`config.mk`:
```
export PLATFORM = sky130hd
export DESIGN_NAME = data_mem_copy_engine_flat
export DESIGN_NICKNAME = d
export VERILOG_FILES = /design/src/rtl/data_mem_copy_engine_if.sv /design/src/rtl/data_mem_copy_engine.sv /design/src/flat_wrapper.sv
export SDC_FILE = /design/constraint.sdc
export NUM_CORES = 1
export LEC_CHECK = 0
export CAP_MARGIN = 5
export CORE_MARGIN = 1.5
export CORE_UTILIZATION = 50
export CTS_BUF_LIST = sky130_fd_sc_hd__clkbuf_8
export CTS_CLUSTER_DIAMETER = 60
export DETAILED_ROUTE_END_ITERATION = 8
export MAX_ROUTING_LAYER = met4
export PLACE_DENSITY_LB_ADDON = 0.3
export SLEW_MARGIN = 40
export SYNTH_ARGS = -nofsm -noshare
export SYNTH_HDL_FRONTEND = slang
export SYNTH_SLANG_ARGS = --single-unit
```
`constraint.sdc`:
```
create_clock -name Clk -period 3 [get_ports Clk]
set_input_delay 0.45 -clock Clk [delete_from_list [all_inputs] [get_ports Clk]]
set_output_delay 0.45 -clock Clk [all_outputs]
set_load 0.1 [all_outputs]
```
`src/rtl/data_mem_copy_engine_if.sv`:
```
// ============================================================================
// Module      : data_mem_copy_engine_if
// Description : Bus bundle between the CPU/memory environment and the
//               data-memory copy engine. The slave modport is the engine;
//               the master modport is the surrounding CPU and memory.
//               The fill signals exist only with DATA_MEM_COPY_FILL_EN.
// Revision    : 1.0 - initial release
// ============================================================================
`default_nettype none

interface data_mem_copy_engine_if #(
  parameter int W = 8,
  parameter int A = 8
);
  // Copy request
  logic         Start;
  logic [A-1:0] SrcAddr;
  logic [A-1:0] DstAddr;
  logic [A-1:0] Length;
`ifdef DATA_MEM_COPY_FILL_EN
  logic         Fill;
  logic [W-1:0] FillValue;
`endif
  // CPU load/store path
  logic         CpuWriteEn;
  logic [A-1:0] CpuAddress;
  logic [W-1:0] CpuDataIn;
  logic [W-1:0] CpuDataOut;
  // Data memory port
  logic         MemWriteEn;
  logic [A-1:0] MemAddress;
  logic [W-1:0] MemDataIn;
  logic [W-1:0] MemDataOut;
  // Status
  logic         Busy;
  logic         Done;

  modport slave (
`ifdef DATA_MEM_COPY_FILL_EN
    input  Fill,
    input  FillValue,
`endif
    input  Start,
    input  SrcAddr,
    input  DstAddr,
    input  Length,
    input  CpuWriteEn,
    input  CpuAddress,
    input  CpuDataIn,
    output CpuDataOut,
    output MemWriteEn,
    output MemAddress,
    output MemDataIn,
    input  MemDataOut,
    output Busy,
    output Done
  );

  modport master (
`ifdef DATA_MEM_COPY_FILL_EN
    output Fill,
    output FillValue,
`endif
    output Start,
    output SrcAddr,
    output DstAddr,
    output Length,
    output CpuWriteEn,
    output CpuAddress,
    output CpuDataIn,
    input  CpuDataOut,
    input  MemWriteEn,
    input  MemAddress,
    input  MemDataIn,
    output MemDataOut,
    input  Busy,
    input  Done
  );
endinterface

`default_nettype wire

```
`src/rtl/data_mem_copy_engine.sv`:
```
// ============================================================================
// Module      : data_mem_copy_engine
// Description : Block-move engine sitting in front of the data memory. The
//               memory port belongs to the CPU while idle; on Start the FSM
//               copies Length words from SrcAddr to DstAddr one word at a
//               time (RD then WR), pulses Done and hands the port back.
//               Optional macro DATA_MEM_COPY_FILL_EN adds a fill mode that
//               writes FillValue to every destination word with no reads.
// Revision    : 1.0 - initial release
// ============================================================================
`default_nettype none

module data_mem_copy_engine #(
  parameter int W = 8,
  parameter int A = 8
) (
  input  logic                   Clk,
  input  logic                   Reset,
  data_mem_copy_engine_if.slave  bus
);

  typedef enum logic [1:0] {
    S_IDLE = 2'd0,
    S_RD   = 2'd1,
    S_WR   = 2'd2,
    S_DONE = 2'd3
  } state_t;

  localparam logic [A-1:0] c_one = {{(A-1){1'b0}}, 1'b1};

  state_t       r_state;
  state_t       w_state_next;
  logic [A-1:0] r_src_ptr;
  logic [A-1:0] r_dst_ptr;
  logic [A-1:0] r_count;
  logic [W-1:0] r_buf;

  logic         w_start_fill;
  logic         w_fill_mode;
  logic [W-1:0] w_fill_value;

  logic         w_mem_we;
  logic [A-1:0] w_mem_addr;
  logic [W-1:0] w_mem_din;
  logic         w_busy;
  logic         w_done;

`ifdef DATA_MEM_COPY_FILL_EN
  logic         r_fill;
  logic [W-1:0] r_fill_value;

  // Fill mode and value are captured together with the copy request
  always_ff @(posedge Clk or posedge Reset) begin
    if (Reset) begin
      r_fill       <= 1'b0;
      r_fill_value <= '0;
    end else if (r_state == S_IDLE && bus.Start) begin
      r_fill       <= bus.Fill;
      r_fill_value <= bus.FillValue;
    end
  end

  assign w_start_fill = bus.Fill;
  assign w_fill_mode  = r_fill;
  assign w_fill_value = r_fill_value;
`else
  assign w_start_fill = 1'b0;
  assign w_fill_mode  = 1'b0;
  assign w_fill_value = '0;
`endif

  // State register; reset aborts any copy in progress immediately
  always_ff @(posedge Clk or posedge Reset) begin
    if (Reset) r_state <= S_IDLE;
    else       r_state <= w_state_next;
  end

  // Pointer, counter and read-buffer updates for each phase of the copy
  always_ff @(posedge Clk or posedge Reset) begin
    if (Reset) begin
      r_src_ptr <= '0;
      r_dst_ptr <= '0;
      r_count   <= '0;
      r_buf     <= '0;
    end else begin
      case (r_state)
        S_IDLE: begin
          if (bus.Start) begin
            r_src_ptr <= bus.SrcAddr;
            r_dst_ptr <= bus.DstAddr;
            r_count   <= bus.Length;
          end
        end
        S_RD: begin
          r_buf     <= bus.MemDataOut;
          r_src_ptr <= r_src_ptr + c_one;
        end
        S_WR: begin
          r_dst_ptr <= r_dst_ptr + c_one;
          r_count   <= r_count - c_one;
        end
        default: ;
      endcase
    end
  end

  // Next-state decode and memory-port ownership mux
  always_comb begin
    w_state_next = r_state;
    w_mem_addr   = bus.CpuAddress;
    w_mem_din    = bus.CpuDataIn;
    w_mem_we     = bus.CpuWriteEn;
    w_busy       = 1'b0;
    w_done       = 1'b0;
    case (r_state)
      S_IDLE: begin
        if (bus.Start) begin
          if (bus.Length == '0) w_state_next = S_DONE;
          else if (w_start_fill) w_state_next = S_WR;
          else                   w_state_next = S_RD;
        end
      end
      S_RD: begin
        w_mem_addr   = r_src_ptr;
        w_mem_we     = 1'b0;
        w_busy       = 1'b1;
        w_state_next = S_WR;
      end
      S_WR: begin
        w_mem_addr = r_dst_ptr;
        w_mem_din  = w_fill_mode ? w_fill_value : r_buf;
        w_mem_we   = 1'b1;
        w_busy     = 1'b1;
        if (r_count == c_one) w_state_next = S_DONE;
        else if (w_fill_mode) w_state_next = S_WR;
        else                  w_state_next = S_RD;
      end
      S_DONE: begin
        w_mem_addr   = r_dst_ptr;
        w_mem_din    = r_buf;
        w_mem_we     = 1'b0;
        w_busy       = 1'b1;
        w_done       = 1'b1;
        w_state_next = S_IDLE;
      end
      default: w_state_next = S_IDLE;
    endcase
  end

  // Write strobe is gated by reset so the memory's reset preload survives
  assign bus.MemWriteEn = w_mem_we & ~Reset;
  assign bus.MemAddress = w_mem_addr;
  assign bus.MemDataIn  = w_mem_din;
  assign bus.CpuDataOut = bus.MemDataOut;
  assign bus.Busy       = w_busy;
  assign bus.Done       = w_done;

endmodule

`default_nettype wire

```
`src/flat_wrapper.sv`:
```
// flat-port wrapper written by rule: the top's interface ports become plain ports
module data_mem_copy_engine_flat 
#(
  parameter int W = 8,
  parameter int A = 8
)
  (Clk, Reset, bus_Start, bus_SrcAddr, bus_DstAddr, bus_Length, bus_CpuWriteEn, bus_CpuAddress, bus_CpuDataIn, bus_CpuDataOut, bus_MemWriteEn, bus_MemAddress, bus_MemDataIn, bus_MemDataOut, bus_Busy, bus_Done);
  data_mem_copy_engine_if #(.W(W), .A(A)) bus_i ();
  input  logic Clk;
  input  logic Reset;
  input wire logic [$bits(bus_i.Start)-1:0] bus_Start;
  input wire logic [$bits(bus_i.SrcAddr)-1:0] bus_SrcAddr;
  input wire logic [$bits(bus_i.DstAddr)-1:0] bus_DstAddr;
  input wire logic [$bits(bus_i.Length)-1:0] bus_Length;
  input wire logic [$bits(bus_i.CpuWriteEn)-1:0] bus_CpuWriteEn;
  input wire logic [$bits(bus_i.CpuAddress)-1:0] bus_CpuAddress;
  input wire logic [$bits(bus_i.CpuDataIn)-1:0] bus_CpuDataIn;
  output wire logic [$bits(bus_i.CpuDataOut)-1:0] bus_CpuDataOut;
  output wire logic [$bits(bus_i.MemWriteEn)-1:0] bus_MemWriteEn;
  output wire logic [$bits(bus_i.MemAddress)-1:0] bus_MemAddress;
  output wire logic [$bits(bus_i.MemDataIn)-1:0] bus_MemDataIn;
  input wire logic [$bits(bus_i.MemDataOut)-1:0] bus_MemDataOut;
  output wire logic [$bits(bus_i.Busy)-1:0] bus_Busy;
  output wire logic [$bits(bus_i.Done)-1:0] bus_Done;
  assign bus_i.Start = bus_Start;
  assign bus_i.SrcAddr = bus_SrcAddr;
  assign bus_i.DstAddr = bus_DstAddr;
  assign bus_i.Length = bus_Length;
  assign bus_i.CpuWriteEn = bus_CpuWriteEn;
  assign bus_i.CpuAddress = bus_CpuAddress;
  assign bus_i.CpuDataIn = bus_CpuDataIn;
  assign bus_CpuDataOut = bus_i.CpuDataOut;
  assign bus_MemWriteEn = bus_i.MemWriteEn;
  assign bus_MemAddress = bus_i.MemAddress;
  assign bus_MemDataIn = bus_i.MemDataIn;
  assign bus_i.MemDataOut = bus_MemDataOut;
  assign bus_Busy = bus_i.Busy;
  assign bus_Done = bus_i.Done;
  data_mem_copy_engine #(.W(W), .A(A)) u_core (.Clk(Clk), .Reset(Reset), .bus(bus_i));
endmodule
```
Word-level counts from Yosys, hierarchy flattened
Cells that the tools add are included.
W data, S select, Z words.
{ "totals": {"memories": 0, "output_inout_bits": 27, "regBits": 34, "ramBits": 0, "latchBits": 0, "mem_bits_ro": 0} }
{ "op_classes": {"bitwise": 2, "eq_ne": 5, "div_mod_pow": 0, "multipliers": 0, "muxes": 15, "n_lt_le_gt_ge": 0, "addsub": 3, "shifts": 0, "n_reduce_logical": 9} }
{ "ops": {"columns": ["operator", "count"], "rows": [
  ["$pmux W8 S2", 4],
  ["$mux W8", 4],
  ["$add A8 B1 Y8 const B", 2],
  ["$eq A8 B1 Y1 const B", 1],
  ["$logic_not A8 Y1", 1],
  ["$pmux W2 S4", 1],
  ["$sub A8 B1 Y8 const B", 1],
  ["$mux W2", 3],
  ["$eq A2 B2 Y1 const B", 2],
  ["$reduce_and A2 Y1", 2],
  ["$reduce_bool A2 Y1", 2],
  ["$reduce_or A2 Y1", 2],
  ["$reduce_or A3 Y1", 1],
  ["$eq A2 B1 Y1 const B", 1],
  ["$logic_not A2 Y1", 1],
  ["$mux W1", 2],
  ["$ne A2 B2 Y1 const B", 1],
  ["$pmux W1 S2", 1],
  ["$and A1 B1 Y1", 1],
  ["$not A1 Y1", 1]
]} }

Logic depth before layout (Yosys ltp)
{ "depth": {"word_depth": 4, "ltp_mapped": 6, "ltp_nobuf": 6} }

Least setup slack after synthesis
OpenSTA, ideal clock, no wires.
{ "synth_path": {"path_kind": "reg-to-output", "from": "reg u_core.r_state[0]", "to": "out bus_MemAddress[5]", "setup_slack_ps": -477, "path_stages_with_launch": 5, "t_arrival_ps": 3027, "path_cell_list": "dfrtp_1 buf_2 buf_2 mux2i_1 a21boi_0"} }
{ "synth_via": {"elab_chain_cells": 3, "word_cells_on_any_way": 5} }
{ "synth_lines": {"columns": ["item", "line_no", "text"], "rows": [
  ["from (decl)", "data_mem_copy_engine.sv:31", "state_t r_state;"],
  ["from (signal assigned)", "data_mem_copy_engine.sv:75", "else r_state <= w_state_next;"],
  ["$eq A2 B2 Y1", "data_mem_copy_engine.sv:115", "case (r_state)"],
  ["$reduce_or A2 Y1 (no line)", null, null],
  ["$pmux W8 S2 (*)", "data_mem_copy_engine.sv:115", null],
  ["to (decl)", "flat_wrapper.sv:20", "output wire logic [$bits(bus_i.MemAddress)-1:0] bus_MemAddress;"]
]} }
Every way passes the cells marked *; elsewhere a longest branch is shown, timed or not.

Worst setup path after layout
{ "layout_path": {"from": "reg u_core.r_state[1]", "to": "out bus_MemAddress[4]"} }
Same word-level chain as after synthesis.

==> flow_metrics.env <==
export IMPL_status="complete, no violations"
export IMPL_crit_fanout=20
export IMPL_cts_sink_count=34
export IMPL_yosys_cell_types_count=43
export IMPL_clock_latency_ns=0.29
export IMPL_path_buf_inv=3
export IMPL_path_cells="buf_4, buf_4, nand2_1, o21ai_1, buf_12"
export IMPL_grt_max_degree=35
export IMPL_cts_resized=0
export IMPL_die_area_um2=4930
export IMPL_cellLeakagePower_nw=1.44
export IMPL_drc=0
export IMPL_cts_made_buffers=5
export IMPL_drv_slew=0
export IMPL_viasPerCell=6.13
export IMPL_cp_required_ns=2.55
export IMPL_syn_nets=331
export IMPL_dp_cells=388
export IMPL_final_setup_skew_ns=0.00546
export IMPL_critical_path_depth=5
export IMPL_power_mw=3.88
export IMPL_start_util_pct=51.9
export IMPL_ys_ff_latch=34
export IMPL_routed_wl_um=6540
export IMPL_critPathKind="reg2out"
export IMPL_fmax_mhz=430
export IMPL_gp_congestion=0.842
export IMPL_hold_viol_final=0
export IMPL_final_min_clock_period_ns=2.32
export IMPL_rrSetupSlack_ns=0.91
export IMPL_yosysWarningCount=0
export IMPL_finalHoldWorstSlack_ns=0.475
export IMPL_cap_violations=0
export IMPL_worstPathArrival_ns=1.87
export IMPL_tritoncts="built"
export IMPL_ys_top_cells_by_area="dfrtp_1 38%, nand2_1 7.5%, a21oi_1 4.9%"
export IMPL_post_drt_wl_per_cell_um=16.5
export IMPL_synth_flop_cell="dfrtp_1"
export IMPL_cts_root_buf="clkbuf_8"
export IMPL_synth_most_common_cell="nand2_1"
export IMPL_synthesis_area_um2=2260
export IMPL_clockBufferDepth=2
export IMPL_die_x_um=70.2
export IMPL_dr_pass1_iters=4
export IMPL_cp_startpoint="u_core.r_state[1]"
export IMPL_io_pins=79
export IMPL_synth_common_cells="45 x nand2_1, 34 x dfrtp_1, 22 x a21oi_1, 19 x nor2_1, 17 x o22ai_1"
export IMPL_synth_cells=275
export IMPL_synth_avg_cell_area_um2=8.22
export IMPL_dpl_worst_slack_ns=0.984
export IMPL_final_cells=396
export IMPL_cpMostUsedCell="buf_4"
export IMPL_overflow=0
export IMPL_cts_max_level=2
export IMPL_regToRegEndpoint="u_core.r_src_ptr[6]"
export IMPL_finalSetupTns_ns=0
export IMPL_vdd_drop_max_mv=0.926
export IMPL_r2r_start="u_core.r_state[1]"
export IMPL_antenna_found_initial=0
export IMPL_synth_largest_area_cell="dfrtp_1"
export IMPL_drt_initial_drc_count=195
export IMPL_via_count=2426
export IMPL_drtAntennaViolNets=0
export IMPL_row_count=24
export IMPL_powerDensity_nw_per_um2=1160
export IMPL_synth_edf_count=0
export IMPL_slowest_delay_ns=0.63
export IMPL_rsz0062_at_grt="no"
export IMPL_final_setup_worst_slack_ns=0.677
export IMPL_layout_nets=399
export IMPL_core_area_um2=4350
export IMPL_crit_family="buffers and inverters"
export IMPL_setup_viol=0
export IMPL_grt_pass1_wl_um=10800
export IMPL_clk_pin_slew_worst_paths_ns=0.08
export IMPL_die_height_um=70.2
export IMPL_drive_gt1_share_pct=16.3
export IMPL_place_hpwl_um=4630
export IMPL_slowest_stage="dfrtp_1"
export IMPL_holdCritPathClass="reg2reg"
export IMPL_maxSlewHeadroom_pct=52.8
export IMPL_post_cts_buffers=0
export IMPL_port_buffers=78
export IMPL_grt_pass1_vias=2431
export IMPL_ctsHoldBuffers=0
export IMPL_cp_end_kind="output pin"
export IMPL_endpoint="bus_MemAddress[4]"
export IMPL_critPathLaunchType="register"
export IMPL_synth_top_area_share_pct=37.6
export IMPL_grt_usage_pct=28.6
export IMPL_tightest_slew_ns=0.707
export IMPL_diodes=0
export IMPL_yosysSeqAreaShare_pct=37.6
export IMPL_area_delta_synth_final_pct=48.4
export IMPL_fin_crit_sh_pct=77.4
export IMPL_synthArstFlopShare_pct=100
export IMPL_rr_worst_depth=5
## state kept, by name, indices dropped and copies added (netlist names)
name              count
u_core.r_src_ptr      8
u_core.r_dst_ptr      8
u_core.r_count        8
u_core.r_buf          8
u_core.r_state        2
## cells in the final DEF, fill, tap and decap left out, types with 9 or more instances in the layout
cell type / netlist / final
a21oi_1: 22 / 22
buf_12: 0 / 19
buf_4: 8 / 16
clkdlybuf4s50_1: 0 / 51
dfrtp_1: 34 / 34
mux2i_1: 10 / 10
nand2_1: 45 / 45
nand3_1: 14 / 14
nor2_1: 19 / 19
o21ai_0: 16 / 9
o22ai_1: 17 / 17
## worst min path at each step
stage,from,endpoint,depth (start not counted)
2_1_floorplan,u_core.r_buf[0],u_core.r_buf[0],2
3_3_place_gp,u_core.r_buf[3],u_core.r_buf[3],2
3_5_place_dp,u_core.r_buf[6],u_core.r_buf[6],2
4_1_cts,u_core.r_buf[5],u_core.r_buf[5],2
5_1_grt,u_core.r_buf[6],u_core.r_buf[6],2
6_report,u_core.r_buf[5],u_core.r_buf[5],2
## where the power goes
| part | leakage, nW | switching, mW | total [mW] | internal (mW) |
|---|---|---|---|---|
| registers | 0.402 | 0.295 | 0.978 | 0.683 |
| logic | 0.963 | 1.47 | 2.36 | 0.891 |
| clock network | 0.0714 | 0.184 | 0.539 | 0.355 |
## kinds of logic (layout without fill, tap and decap cells)
family / after synthesis / after routing / synth area share (%)
flops: 34 / 34 / 37.6
buf+inv: 33 / 102 / 7.03
simple gates: 105 / 105 / 21.5
fa+ha+maj: 4 / 4 / 2.21
mux: 18 / 18 / 8.41
compound gates: 81 / 81 / 23.2
## worst reg2reg max path, stage by stage (launching register included)
cell and delay [ns]:
dfrtp_1 0.63, buf_4 0.32, nand2b_1 0.60, a21oi_1 0.09, o21ai_0 0.21, o211ai_1 0.12
## metrics by stage
step                      area (µm²)  util [%]
after floorplan                 2270         -
after global placement          3210      73.8
after detailed placement        3210      73.8
after CTS                       3360      77.1
after global routing            3360      77.1
final                           3360      77.1
## area by class of cell
| type | count | area [µm²] |
|---|---|---|
| inverters | 8 | 30.0 |
| multi-input cells | 208 | 1260 |
| repair buffers | 86 | 1010 |
| fillers | 302 | 998 |
| clock buffers | 6 | 82.6 |
| clock inverters | 2 | 60.1 |
| flip-flops and latches | 34 | 851 |
| well taps | 52 | 65.1 |
## routing by layer
layer | routed length [µm] | global-route usage (%) | part of all wire (%) | up-vias
met4 | 172 | 13.0 | 2.6 | 0
met1 | 2640 | 33.1 | 40 | 1157
met3 | 469 | 5.63 | 7.2 | 17
met2 | 3260 | 47.7 | 50 | 117
met5 | 0 | - | 0 | -
li1 | - | - | - | 1135
Note: power is estimated with default switching activity, not from simulation.
